<file path="src/rtl/square_pipelined.sv">
// square_pipelined: one shift-add stage per root bit, ce-gated pipeline; SQUARE_PIPELINED_REMAINDER_EN adds remainder/rem_err
module square_pipelined #(
  parameter int INPUT_BITS = 8
) (
  input  logic                      clk,
  input  logic                      rst,
  input  logic                      ce,
  input  logic                      start,
  input  logic [INPUT_BITS-1:0]     root,
`ifdef SQUARE_PIPELINED_REMAINDER_EN
  input  logic [INPUT_BITS:0]       remainder,
  output logic                      rem_err,
`endif
  output logic                      data_valid,
  output logic [2*INPUT_BITS-1:0]   square
);
  localparam int OUTPUT_BITS = 2 * INPUT_BITS;
  logic [OUTPUT_BITS-1:0] r_acc [INPUT_BITS];
  logic [INPUT_BITS-1:0]  r_op  [INPUT_BITS];
  logic [INPUT_BITS-1:0]  r_v;
  logic [OUTPUT_BITS-1:0] w_result;
`ifdef SQUARE_PIPELINED_REMAINDER_EN
  logic [INPUT_BITS:0]    r_rem [INPUT_BITS];
  assign w_result = r_acc[INPUT_BITS-1] + OUTPUT_BITS'(r_rem[INPUT_BITS-1]);
`else
  assign w_result = r_acc[INPUT_BITS-1];
`endif
  always_ff @(posedge clk or posedge rst) begin
    if (rst) begin
      for (int k = 0; k < INPUT_BITS; k++) begin
        r_acc[k] <= '0;
        r_op[k]  <= '0;
`ifdef SQUARE_PIPELINED_REMAINDER_EN
        r_rem[k] <= '0;
`endif
      end
      r_v        <= '0;
      square     <= '0;
      data_valid <= 1'b0;
`ifdef SQUARE_PIPELINED_REMAINDER_EN
      rem_err    <= 1'b0;
`endif
    end else if (ce) begin
      r_op[0]  <= root;
      r_acc[0] <= root[0] ? OUTPUT_BITS'(root) : '0;
      r_v[0]   <= start;
`ifdef SQUARE_PIPELINED_REMAINDER_EN
      r_rem[0] <= remainder;
`endif
      // stage k adds the partial product for operand bit k
      for (int k = 1; k < INPUT_BITS; k++) begin
        r_acc[k] <= r_acc[k-1] + (r_op[k-1][k] ? (OUTPUT_BITS'(r_op[k-1]) << k) : '0);
        r_op[k]  <= r_op[k-1];
        r_v[k]   <= r_v[k-1];
`ifdef SQUARE_PIPELINED_REMAINDER_EN
        r_rem[k] <= r_rem[k-1];
`endif
      end
      square     <= w_result;
      data_valid <= r_v[INPUT_BITS-1];
`ifdef SQUARE_PIPELINED_REMAINDER_EN
      rem_err    <= r_rem[INPUT_BITS-1] > {r_op[INPUT_BITS-1], 1'b0};
`endif
    end
  end
endmodule
</file>
<file path="config.mk">
export PLATFORM = sky130hd
export DESIGN_NAME = square_pipelined
export DESIGN_NICKNAME = d
export VERILOG_FILES = /design/src/rtl/square_pipelined.sv
export SDC_FILE = /design/constraint.sdc
export NUM_CORES = 1
export LEC_CHECK = 0
export ABC_AREA = 1
export ABC_CLOCK_PERIOD_IN_PS = 4850
export BUFFER_PORTS_ARGS = -buffer_cell sky130_fd_sc_hd__buf_2
export CELL_PAD_IN_SITES_DETAIL_PLACEMENT = 0
export CELL_PAD_IN_SITES_GLOBAL_PLACEMENT = 1
export CORE_ASPECT_RATIO = 1.4
export CORE_MARGIN = 1.5
export CORE_UTILIZATION = 42
export CTS_CLUSTER_DIAMETER = 40
export DETAILED_ROUTE_END_ITERATION = 7
export GPL_TIMING_DRIVEN = 0
export MAX_ROUTING_LAYER = met4
export PLACE_DENSITY = 0.83
export REMOVE_ABC_BUFFERS = 1
export SYNTH_ARGS = -nofsm -noshare
export SYNTH_HDL_FRONTEND = slang
export SYNTH_SLANG_ARGS = --single-unit
</file>
<file path="constraint.sdc">
create_clock -name clk -period 4.85 [get_ports clk]
set_clock_uncertainty 0.15 [all_clocks]
set_input_delay 0.2425 -clock clk [delete_from_list [all_inputs] [get_ports clk]]
set_output_delay 0.2425 -clock clk [all_outputs]
set_load 0.02 [all_outputs]
</file>
; After elaboration in Yosys (flattened, before gate mapping)
; Cells that the tools add are included.
[op_classes]
n_addsub = 7
muxes = 8
[op_table]
columns = operator, n
row1 = adder 16 x 10 -> 16 bit, 1
row2 = adder 16 x 11 -> 16 bit, 1
row3 = adder 16 x 12 -> 16 bit, 1
row4 = adder 16 x 13 -> 16 bit, 1
row5 = adder 16 x 14 -> 16 bit, 1
row6 = adder 16 x 15 -> 16 bit, 1
row7 = adder 16 x 9 -> 16 bit, 1
row8 = 2-to-1 mux 15 bit, 1
row9 = 2-to-1 mux 14 bit, 1
row10 = 2-to-1 mux 13 bit, 1
row11 = 2-to-1 mux 12 bit, 1
row12 = 2-to-1 mux 11 bit, 1
row13 = 2-to-1 mux 10 bit, 1
row14 = 2-to-1 mux 9 bit, 1
row15 = 2-to-1 mux 8 bit, 1
[word_totals]
regBits = 209
output_inout_bits = 17

; Logic depth before layout (Yosys ltp)
; Gate-level depths: netlist (run 1).
[depth]
depth_word = 2
ltp_mapped = 14
depth_no_buf = 13

; Worst setup path before layout (run 1)
; Ideal clock, no wire load.
[synth_path]
path_type = register to register
start = register r_op[29] (netlist bit)
end = register r_acc[45] (netlist bit)
arrival_ns = 1.701
required_ns = 4.577
slack_ns = 2.876
path_stages_with_launch = 12
path_buffers = 1
synth_period_minus_slack_ns = 1.974
cell_sequence = dfrtp_1 -> clkbuf_1 -> nand2_1 -> inv_1 -> ha_1 -> fa_1 -> nand2_1 -> nand2_1 -> nand3b_1 -> nor2_1 -> o21ai_0 -> nand2_1
[synth_between]
elab_chain_len = 2
[synth_rtl]
columns = element, line_no
row1 = start: declaration, 19  ; logic [INPUT_BITS-1:0] r_op [INPUT_BITS];
row2 = start signal: indexed assignment, 53  ; r_op[k] <= r_op[k-1];
row3 = 2-to-1 mux 13 bit, 52  ; r_acc[k] <= r_acc[k-1] + (r_op[k-1][k] ? (OUTPUT_BITS'(r_op[k-1]) << k) : '0);
row4 = adder 16 x 13 -> 16 bit, 52
row5 = end signal: indexed assignment, 52
row6 = end: declaration, 18  ; logic [OUTPUT_BITS-1:0] r_acc [INPUT_BITS];
; No other way between the ends.
; A chain may end at the register's enable or synchronous reset.

; Final worst setup path (run 1)
[layout_path]
start = register r_op[15] (netlist bit)
end = register r_acc, in the netlist w_result[15]
[layout_between]
elab_chain_len = 2
[layout_rtl]
columns = element, line_no
row1 = 2-to-1 mux 15 bit, 52
row2 = adder 16 x 15 -> 16 bit, 52
; No other way between the ends.

==> metrics.txt, run 1 <==
Yosys top cell area share=47.59%; Area Growth Syn to Fin=10.83%; Longest Clk Path Bufs=2; Sw Ratio=31.87%; # setup viols final=0; antenna-violating nets left=0; #FFs+latches synth=173; final hold viol count=0; initial antenna violation count=0; fin crit period=2180 ps; Area contributors post-synth=dfrtp_1 48%, nand2_1 20%, ha_1 7.6%, inv_1 6.3%, o21ai_0 6.2%; P_int=2.820 mW; Yosys top cell by area=dfrtp_1; storage element area=0.004329 sq mm; post-synthesis sequential area ratio=47.59%; share of cells above drive strength 1=5.356%; CP Capture Type=flop; die height=177.1 microns; Ys Warns=0; GPL Wtd Cong=0.8330; IO Count=29; clock network power share=32.1%; crit path launch type=flop; most common library cells after synthesis=473 x nand2_1, 173 x dfrtp_1, 153 x inv_1; max-cap violations=0; RSZ-0062 raised after global routing=no; Psw=1.319 mW; worst endpoint required time=5070 ps; Hold Path Class=in -> reg; HPWL after detailed placement=11,000 microns; status=complete, no violations; Die ar.=0.02256 sq mm; Post-synth EDFFs=0; largest net degree at the start of global routing=140; vias per cell=4.755; CP Max Fanout=9; mapped cell area=0.009096 sq mm; initial drt markers=332; root buffer cell=clkbuf_16; Filler cells=2,111; drt pass-1 iters=4; Mapped Avg Cell Area=7.795 sq um; post-DR wirelength/cell=11.64 microns; CTS Sinks=173; maximum VDD drop=262.4 uV; final wirelength=16,940 microns; Hold WS=38.39 ps; Tightest Pin Transition=554.1 ps; Starting Density=42.90%; Power Dens Cells=410.6 mW/mm^2; CTS Buf Count=17; Peak Freq=458.7 MHz; power share of the sequential group=46.4%; Synth async-reset ratio=100.0%; worst-skew pair later-pin latency=430 ps; Post-CTS Setup Repair Bufs=0; top_reg_cell synth=dfrtp_1; pins over their slew limit=0; area of the multi-input gates=0.003944 sq mm; core outline area=0.02120 sq mm; gr ovfl total=0; Mapped Cells=1,167; Setup TNS Final=0 ps; antenna cell count=0; vias post-DR=6,919; DRC violations left=0; Die W=127.4 microns; row count=63; Critical Path AT=2400 ps; first-pass GRT wire length=30,000 microns; layout net count=1,256; CTS tree=done; Leakage=5.730 nW; synth unique cells=24; WS Path Type=reg -> reg; total track usage=16.91%; Comb pwr share=21.6%; most frequent cell after synthesis=nand2_1; vias in the first global route=6,779; Rel. slew slack=63.06%; clock transition at the registers of the reported paths=70 ps; port bufs=28; H-tree levels=4; Final period util=44.95%
layout make-up:
cell class	instances	area share, %
clock buffers	19	4.394
clock inverters	13	1.291
inverters	154	5.858
multi-input cells	796	39.12
flip-flops and latches	173	42.94
well taps	260	3.227
repair buffers	40	3.165
per-stage QoR:
stage / utilization (%) / cells / power [mW] / worst slack, ps / area [sq um]
floorplan: - / 1123 / 2.592 / -231.0 / 8851
finish: 47.54 / 1455 / 4.139 / 2670 / 10080
global route: 47.54 / 1455 / 4.437 / 2414 / 10080
global placement: 43.94 / 1411 / 2.811 / -2243 / 9316
CTS: 47.54 / 1455 / 4.205 / 2630 / 10080
detailed placement: 44.41 / 1414 / 2.846 / 2647 / 9418
layout by cell type, fill, tap and decap left out, types with 3 or more instances in the layout:
master and n:
clkinvlp_4 3, clkinv_4 3, buf_2 27, a21oi_1 29, fa_1 7, nand3b_1 12, dlygate4sd3_1 9, inv_1 152
nand3_1 52, xor2_1 5, ha_1 55, nand2_1 473, clkbuf_16 17, buf_16 3, o21ai_0 112, dfrtp_1 173
or2_1 4, xnor2_1 4, inv_6 5, nor2_1 36
routing by layer:
layer / wire, microns / track usage (%)
met1: 7041 / 17.39
met2: 9076 / 31.49
met3: 378 / 3.204
met4: 442 / 6.581
met5: 0 / -
worst max-delay path, stage by stage, from the launching register on:
cell and delay, ps:
dfrtp_1 550, nand2_1 100, inv_1 60, ha_1 160
inv_1 50, fa_1 350, inv_1 80, nand2_1 90
nand2_1 70, nand3b_1 150, nor2_1 110, o21ai_0 100
nand2_1 100
registers in the layout, indices dropped and copies added, names as in the netlist:
signal,count
r_acc,76
r_op,56
square,16
w_result,16
r_v,8
data_valid,1
timing repair:
action / CTS / global route
resized for setup: 0 / 0
hold endpoints to repair: 91 / 0
hold buffers: 9 / 0
setup endpoints to repair: 0 / 0
power groups by stage:
| stage | Clock [mW] | Sequential (mW) | Combinational (mW) |
|---|---|---|---|
| floorplan | 0 | 1.95 | 0.642 |
| global placement | 0 | 1.94 | 0.872 |
| detailed placement | 0 | 1.95 | 0.899 |
| CTS | 1.37 | 1.92 | 0.909 |
| global route | 1.42 | 1.96 | 1.05 |
| finish | 1.33 | 1.92 | 0.892 |
final timing paths:
check	start	end	slack (ps)	cells past startpoint
max	r_op[15]$_DFFE_PP0P_	w_result[15]$_DFFE_PP0P_	2670	12
min	root[0]	r_op[56]$_DFFE_PP0P_	40	3
max reg2reg	r_op[15]$_DFFE_PP0P_	w_result[15]$_DFFE_PP0P_	2670	12
min reg2reg	square[11]$_DFFE_PP0P_	square[11]$_DFFE_PP0P_	320	2
max in group asynchronous	rst	data_valid$_DFFE_PP0P_	3450	4
min in group asynchronous	rst	square[4]$_DFFE_PP0P_	250	3
cell families (layout without fill, tap and decap cells):
kind of cell             count (synthesis)  in the layout  synth area share, %
AO/OA/AOI/OAI                          146            146                8.115
adder cells (fa/ha/maj)                 62             62                9.106
flip-flops                             173            173                47.59
XOR/XNOR                                 9              9               0.8665
AND/OR/NAND/NOR                        579            579                25.27
buffers and inverters                  198            226                9.051
No activity file was read; power rests on OpenSTA's default activity.
==> run 2, diff against run 1 <==
--- a/config.mk
+++ b/config.mk
@@ -6,7 +6,7 @@
 export NUM_CORES = 1
 export LEC_CHECK = 0
 export ABC_AREA = 1
-export ABC_CLOCK_PERIOD_IN_PS = 4850
+export ABC_CLOCK_PERIOD_IN_PS = 1900
 export BUFFER_PORTS_ARGS = -buffer_cell sky130_fd_sc_hd__buf_2
 export CELL_PAD_IN_SITES_DETAIL_PLACEMENT = 0
 export CELL_PAD_IN_SITES_GLOBAL_PLACEMENT = 1
==> constraint.sdc (replaced) <==
create_clock -name clk -period 1.9 [get_ports clk]
set_clock_uncertainty 0.15 [all_clocks]
set_input_delay 0.095 -clock clk [delete_from_list [all_inputs] [get_ports clk]]
set_output_delay 0.095 -clock clk [all_outputs]
set_load 0.02 [all_outputs]
==> run 2 against run 1 <==
Against the previous run: the flow now finishes with violations (setup timing); critical path depth unchanged; clock power rose to 2.6 times the previous value; largest cell class is now multi-input gates; first-iteration DRC count down 0.60%; highest routed layer unchanged; via count up 3.8%.
==> metrics.txt, run 2 (same netlist as run 1, synthesis figures left out) <==
IO Count=29 (unchanged); clock transition at the registers of the reported paths=70 ps (about the same); Crit path depth=12 (unchanged); GPL Wtd Cong=0.8330 (unchanged); most common cell after layout, fill and taps aside=nand2_1; Most flops, register=r_acc; root buffer cell=clkbuf_16; Starting Density=42.90% (unchanged); Die W=127.4 microns (unchanged); core outline area=0.02120 sq mm (unchanged); Setup TNS Final=-268.8 ps (-268.8 ps); initial antenna violation count=0 (unchanged); status=finished, violations left; Largest register FFs=76 (unchanged); Rel. slew slack=63.08% (about the same); # setup viols final=5 (+5); Hold Path Class=in -> async; HPWL after detailed placement=11,000 microns (unchanged); port bufs=28 (unchanged); Place WS=-302.9 ps (-2950 ps); WP buf/inv=3 (unchanged); Max stage delay on crit path=430 ps (-120 ps); initial drt markers=330 (-0.60%); max-cap violations=0 (unchanged); pins over their slew limit=0 (unchanged); Critical Path Start=r_op[15]$_DFFE_PP0P_; crit-path cells=nand2_1 > inv_1 > ha_2 > inv_2 > fa_2 > inv_2 > nand2_2 > nand2_1 > nand3b_1 > nor2_1 > o21ai_1 > nand2_1; final wirelength=19,070 microns (+13%); die height=177.1 microns (unchanged); R2R cell count=12 (unchanged); Die ar.=0.02256 sq mm (unchanged); CP Capture Type=flop; Longest Clk Path Bufs=2 (unchanged); row count=63 (unchanged); Worst R2R Start=r_op[15]$_DFFE_PP0P_; reg2reg end=w_result[15]$_DFFE_PP0P_; CTS tree=done; Filler cells=2,002 (-5.2%); first-pass GRT wire length=30,840 microns (+2.8%); Tightest Pin Transition=553.8 ps (-0.3207 ps); Most Frequent Cell on Critical Path=nand2_1; vias per cell=4.816 (+1.3%); drt pass-1 iters=4 (unchanged); gr ovfl total=0 (unchanged); Power Dens Cells=1017 mW/mm^2 (+150%); critical path's slowest cell=dfrtp_2; crit path launch type=flop; RSZ-0062 raised after global routing=yes; Critical Path AT=2210 ps (-190 ps); fin crit period=1990 ps (-190.5 ps); failing checks=setup timing; final hold viol count=0 (unchanged); post-DR wirelength/cell=12.79 microns (+9.9%); commonest non-fill, non-tap cells in the layout=446 x nand2_1, 166 x dfrtp_1, 142 x inv_1; share of cells above drive strength 1=16.41% (+11 points); H-tree levels=4 (unchanged); Peak Freq=502.6 MHz (+9.6%); maximum VDD drop=700.1 uV (+170%); worst endpoint required time=2120 ps (-2950 ps); crit path to=w_result[15]$_DFFE_PP0P_; Leakage=5.867 nW (+2.4%); Area Growth Syn to Fin=21.22%; Regs by FF count=r_acc (76), r_op (56); antenna-violating nets left=0 (unchanged); CTS Sinks=173 (unchanged); worst-skew pair later-pin latency=440 ps (about the same); FF-to-FF setup slack=-90 ps (-2760 ps); largest net degree at the start of global routing=140 (unchanged); Pwr Total=11.22 mW (+170%); final worst slack=-89.70 ps (-2760 ps); Top Family by Delay on Critical Path=simple AND/OR/NAND/NOR gates; CTS Buf Count=17 (unchanged); vias post-DR=7,180 (+3.8%); WS Path Type=reg -> reg; Final period util=104.7% (+60 points); vias in the first global route=6,905 (+1.9%); layout net count=1,292 (+2.9%); Hold WS=104.9 ps (+66.47 ps); CP Max Fanout=4 (-5); antenna cell count=0 (unchanged); total track usage=17.50% (+0.58 points); DRC violations left=0 (unchanged)
[run 2: changes by cell type in the layout (fill, tap and decap cells not counted), sizes merged]
cell	previous run	this run
buf	31	60
dlygate4sd3	9	15
clkbuf	19	20
[run 2: area by class of cell]
| class | instances | area (sq um) | share of cell area (%) |
|---|---|---|---|
| well taps | 260 | 325.3 | 2.950 |
| repair buffers | 76 | 644.4 | 5.844 |
| clock buffers | 19 | 442.9 | 4.017 |
| clock inverters | 13 | 130.1 | 1.180 |
| flip-flops and latches | 173 | 4338 | 39.34 |
| multi-input cells | 796 | 4556 | 41.31 |
| inverters | 154 | 590.6 | 5.356 |
[run 2: tightest hold or removal path, stage by stage]
cell	delay (ps)
dlygate4sd3_1	540
buf_2	150
inv_8	360
[run 2: stage by stage]
stage	instances	cell area, sq um	util [%]
floorplan	1123	8851	-
global placement	1411	9316	43.94
detailed placement	1414	9418	44.41
finish	1491	11030	52.00
CTS	1479	10440	49.24
global route	1491	11030	52.00
[run 2: how the worst min path moves through the flow]
stage | startpoint | to | slack (ps)
after floorplan | ce | r_acc[17]$_DFFE_PP0P_ | 50
after global placement | start | r_v[0]$_DFFE_PP0P_ | 150
after detailed placement | rst | square[4]$_DFFE_PP0P_ | 50
after CTS | rst | square[4]$_DFFE_PP0P_ | 130
after global routing | rst | square[4]$_DFFE_PP0P_ | 170
final | rst | square[4]$_DFFE_PP0P_ | 100
[run 2: what timing repair did]
item,in CTS,in global routing
endpoints found under the setup margin,23,38
hold buffers,15,0
endpoints found under the hold margin,122,0
cloned,0,1
pin swaps,22,36
buffers inserted,18,11
resized for setup,48,80
[run 2: routing by layer]
layer / vias to the layer above / share of wire (%) / GRT usage, %
met5: - / 0 / -
met4: 0 / 2.8 / 7.008
li1: 3710 / - / -
met3: 38 / 2.0 / 3.174
met2: 87 / 55 / 33.00
met1: 3345 / 40 / 17.63
[run 2: power by group]
| group | total, mW | switching [mW] | internal, mW |
|---|---|---|---|
| Clock | 3.40 | 1.53 | 1.87 |
| Sequential | 4.99 | 0.550 | 4.44 |
| Combinational | 2.82 | 1.57 | 1.26 |
==> run 3, diff against run 2 <==
--- a/config.mk
+++ b/config.mk
@@ -14,8 +14,8 @@
 export CORE_MARGIN = 1.5
 export CORE_UTILIZATION = 42
 export CTS_CLUSTER_DIAMETER = 40
+export CTS_CLUSTER_SIZE = 25
 export DETAILED_ROUTE_END_ITERATION = 7
-export GPL_TIMING_DRIVEN = 0
 export MAX_ROUTING_LAYER = met4
 export PLACE_DENSITY = 0.83
 export REMOVE_ABC_BUFFERS = 1
==> run 3 against run 2 <==
Against the previous run: the flow now finishes without violations; sequential share of layout area grew 0.28 points; clock power is essentially flat; fmax grew 5.4%; die area is the same; wire length is essentially flat; largest cell class unchanged; largest power group unchanged.
==> metrics.txt, run 3 (same netlist as run 1, synthesis figures left out) <==
max-cap violations=0 (unchanged); CTS Buf Count=17 (unchanged); antenna-violating nets left=0 (unchanged); Setup TNS Final=0 ps (+268.8 ps); Hold Path Class=in -> reg; Leakage=5.899 nW (+0.55%); DRC violations left=0 (unchanged); core outline area=0.02120 sq mm (unchanged); Regs by FF count=r_acc (76), r_op (56); HPWL after detailed placement=12,860 microns (+17%); Area Growth Syn to Fin=20.11%; final wirelength=19,080 microns (about the same); Starting Density=42.90% (unchanged); WP buf/inv=7 (+4); WS Path Type=reg -> reg; Max stage delay on crit path=400 ps (-30 ps); worst endpoint required time=2060 ps (-60 ps); Longest Clk Path Bufs=2 (unchanged); Place WS=-63.87 ps (+239.1 ps); Final period util=99.31% (-5.4 points); most common cell after layout, fill and taps aside=nand2_1; critical path's slowest cell=dfrtp_1; commonest non-fill, non-tap cells in the layout=451 x nand2_1, 173 x dfrtp_1, 146 x inv_1; die height=177.1 microns (unchanged); status=complete, no violations; Tightest Pin Transition=556.2 ps (+2.368 ps); layout net count=1,296 (+0.31%); Largest register FFs=76 (unchanged); Most Frequent Cell on Critical Path=buf_4; vias post-DR=7,145 (-0.49%); Die ar.=0.02256 sq mm (unchanged); worst-skew pair later-pin latency=430 ps (about the same); Die W=127.4 microns (unchanged); antenna cell count=0 (unchanged); Peak Freq=530.0 MHz (+5.4%); maximum VDD drop=666.9 uV (-4.7%); Hold WS=7.318 ps (-97.54 ps); crit-path cells=nand2_1 > inv_1 > ha_2 > inv_2 > fa_2 > inv_2 > buf_4 > buf_4 > buf_4 > buf_4 > nor2_2 > o22ai_1; post-DR wirelength/cell=12.76 microns (-0.23%); Power Dens Cells=1023 mW/mm^2 (+0.59%); final worst slack=13.05 ps (+102.7 ps); pins over their slew limit=0 (unchanged); CTS tree=done; RSZ-0062 raised after global routing=yes; CTS Sinks=173 (unchanged); CP Capture Type=flop; CP Max Fanout=3 (-1); row count=63 (unchanged); # setup viols final=0 (-5); gr ovfl total=0 (unchanged); IO Count=29 (unchanged); root buffer cell=clkbuf_16; dpl cell area=0.009677 sq mm (+2.8%); share of cells above drive strength 1=15.63% (-0.78 points); GPL Wtd Cong=0.8132 (-2.4%); vias per cell=4.779 (-0.75%); vias in the first global route=7,122 (+3.1%); H-tree levels=4 (unchanged); drt pass-1 iters=5 (+1); Critical Path AT=2050 ps (-160 ps); initial antenna violation count=0 (unchanged); final hold viol count=0 (unchanged); first-pass GRT wire length=31,920 microns (+3.5%); crit path launch type=flop; total track usage=18.25% (+0.76 points); largest net degree at the start of global routing=114 (-19%); Final Cell Area=0.01093 sq mm (-0.92%); fin crit period=1887 ps (-102.7 ps); port bufs=28 (unchanged); clock transition at the registers of the reported paths=70 ps (about the same); Rel. slew slack=62.92% (-0.16 points); initial drt markers=337 (+2.1%); Top Family by Delay on Critical Path=buffers and inverters; Most flops, register=r_acc
==> run 3: final timing paths <==
path                       slack [ps]  depth (start not counted)                 endpoint                   start
max in group asynchronous         910                          4     r_op[45]$_DFFE_PP0P_                     rst
min reg2reg                       310                          2   square[13]$_DFFE_PP0P_  square[13]$_DFFE_PP0P_
max reg2reg                        10                         12  w_result[9]$_DFFE_PP0P_    r_op[15]$_DFFE_PP0P_
min in group asynchronous          50                          3    square[5]$_DFFE_PP0P_                     rst
max                                10                         12  w_result[9]$_DFFE_PP0P_    r_op[15]$_DFFE_PP0P_
min                                 7                          4     r_op[57]$_DFFE_PP0P_                      ce
==> run 3: area by class of cell <==
class | instances | area (sq um)
clock inverters | 14 | 137.6
flip-flops and latches | 173 | 4329
inverters | 154 | 588.1
clock buffers | 18 | 429.2
fillers | 1999 | 10280
repair buffers | 80 | 658.1
well taps | 260 | 325.3
multi-input cells | 796 | 4458
==> run 3: per-stage QoR <==
| step | std cells | utilization, % | power [mW] |
|---|---|---|---|
| floorplan | 1123 | - | 6.615 |
| global placement | 1444 | 45.64 | 7.362 |
| detailed placement | 1444 | 45.64 | 7.446 |
| CTS | 1491 | 49.29 | 10.95 |
| global route | 1495 | 51.53 | 11.93 |
| finish | 1495 | 51.53 | 11.18 |
==> run 3: repair_timing <==
| action | 4_1_cts | 5_1_grt |
|---|---|---|
| endpoints found under the hold margin | 189 | 0 |
| gates resized for setup | 18 | 86 |
| pin swaps | 9 | 37 |
| endpoints found under the setup margin | 10 | 35 |
| cloned | 0 | 0 |
| hold buffers | 10 | 0 |
| setup buffers | 5 | 4 |
==> run 3: worst min-delay path: cells and delay by family <==
family | cells | cell delay (ps)
buffers and inverters | 2 | 290
AND/OR/NAND/NOR | 2 | 150
==> run 3: power breakdown <==
| group | internal (mW) | switching [mW] |
|---|---|---|
| logic | 1.23 | 1.58 |
| registers | 4.44 | 0.542 |
| clock network | 1.83 | 1.56 |
==> run 3: per-layer routing <==
layer	vias to the layer above	track usage [%]	routed length, microns
li1	3725	-	-
met1	3330	17.56	7577
met2	60	35.74	10660
met3	30	3.204	318
met4	0	6.723	518
met5	-	-	0
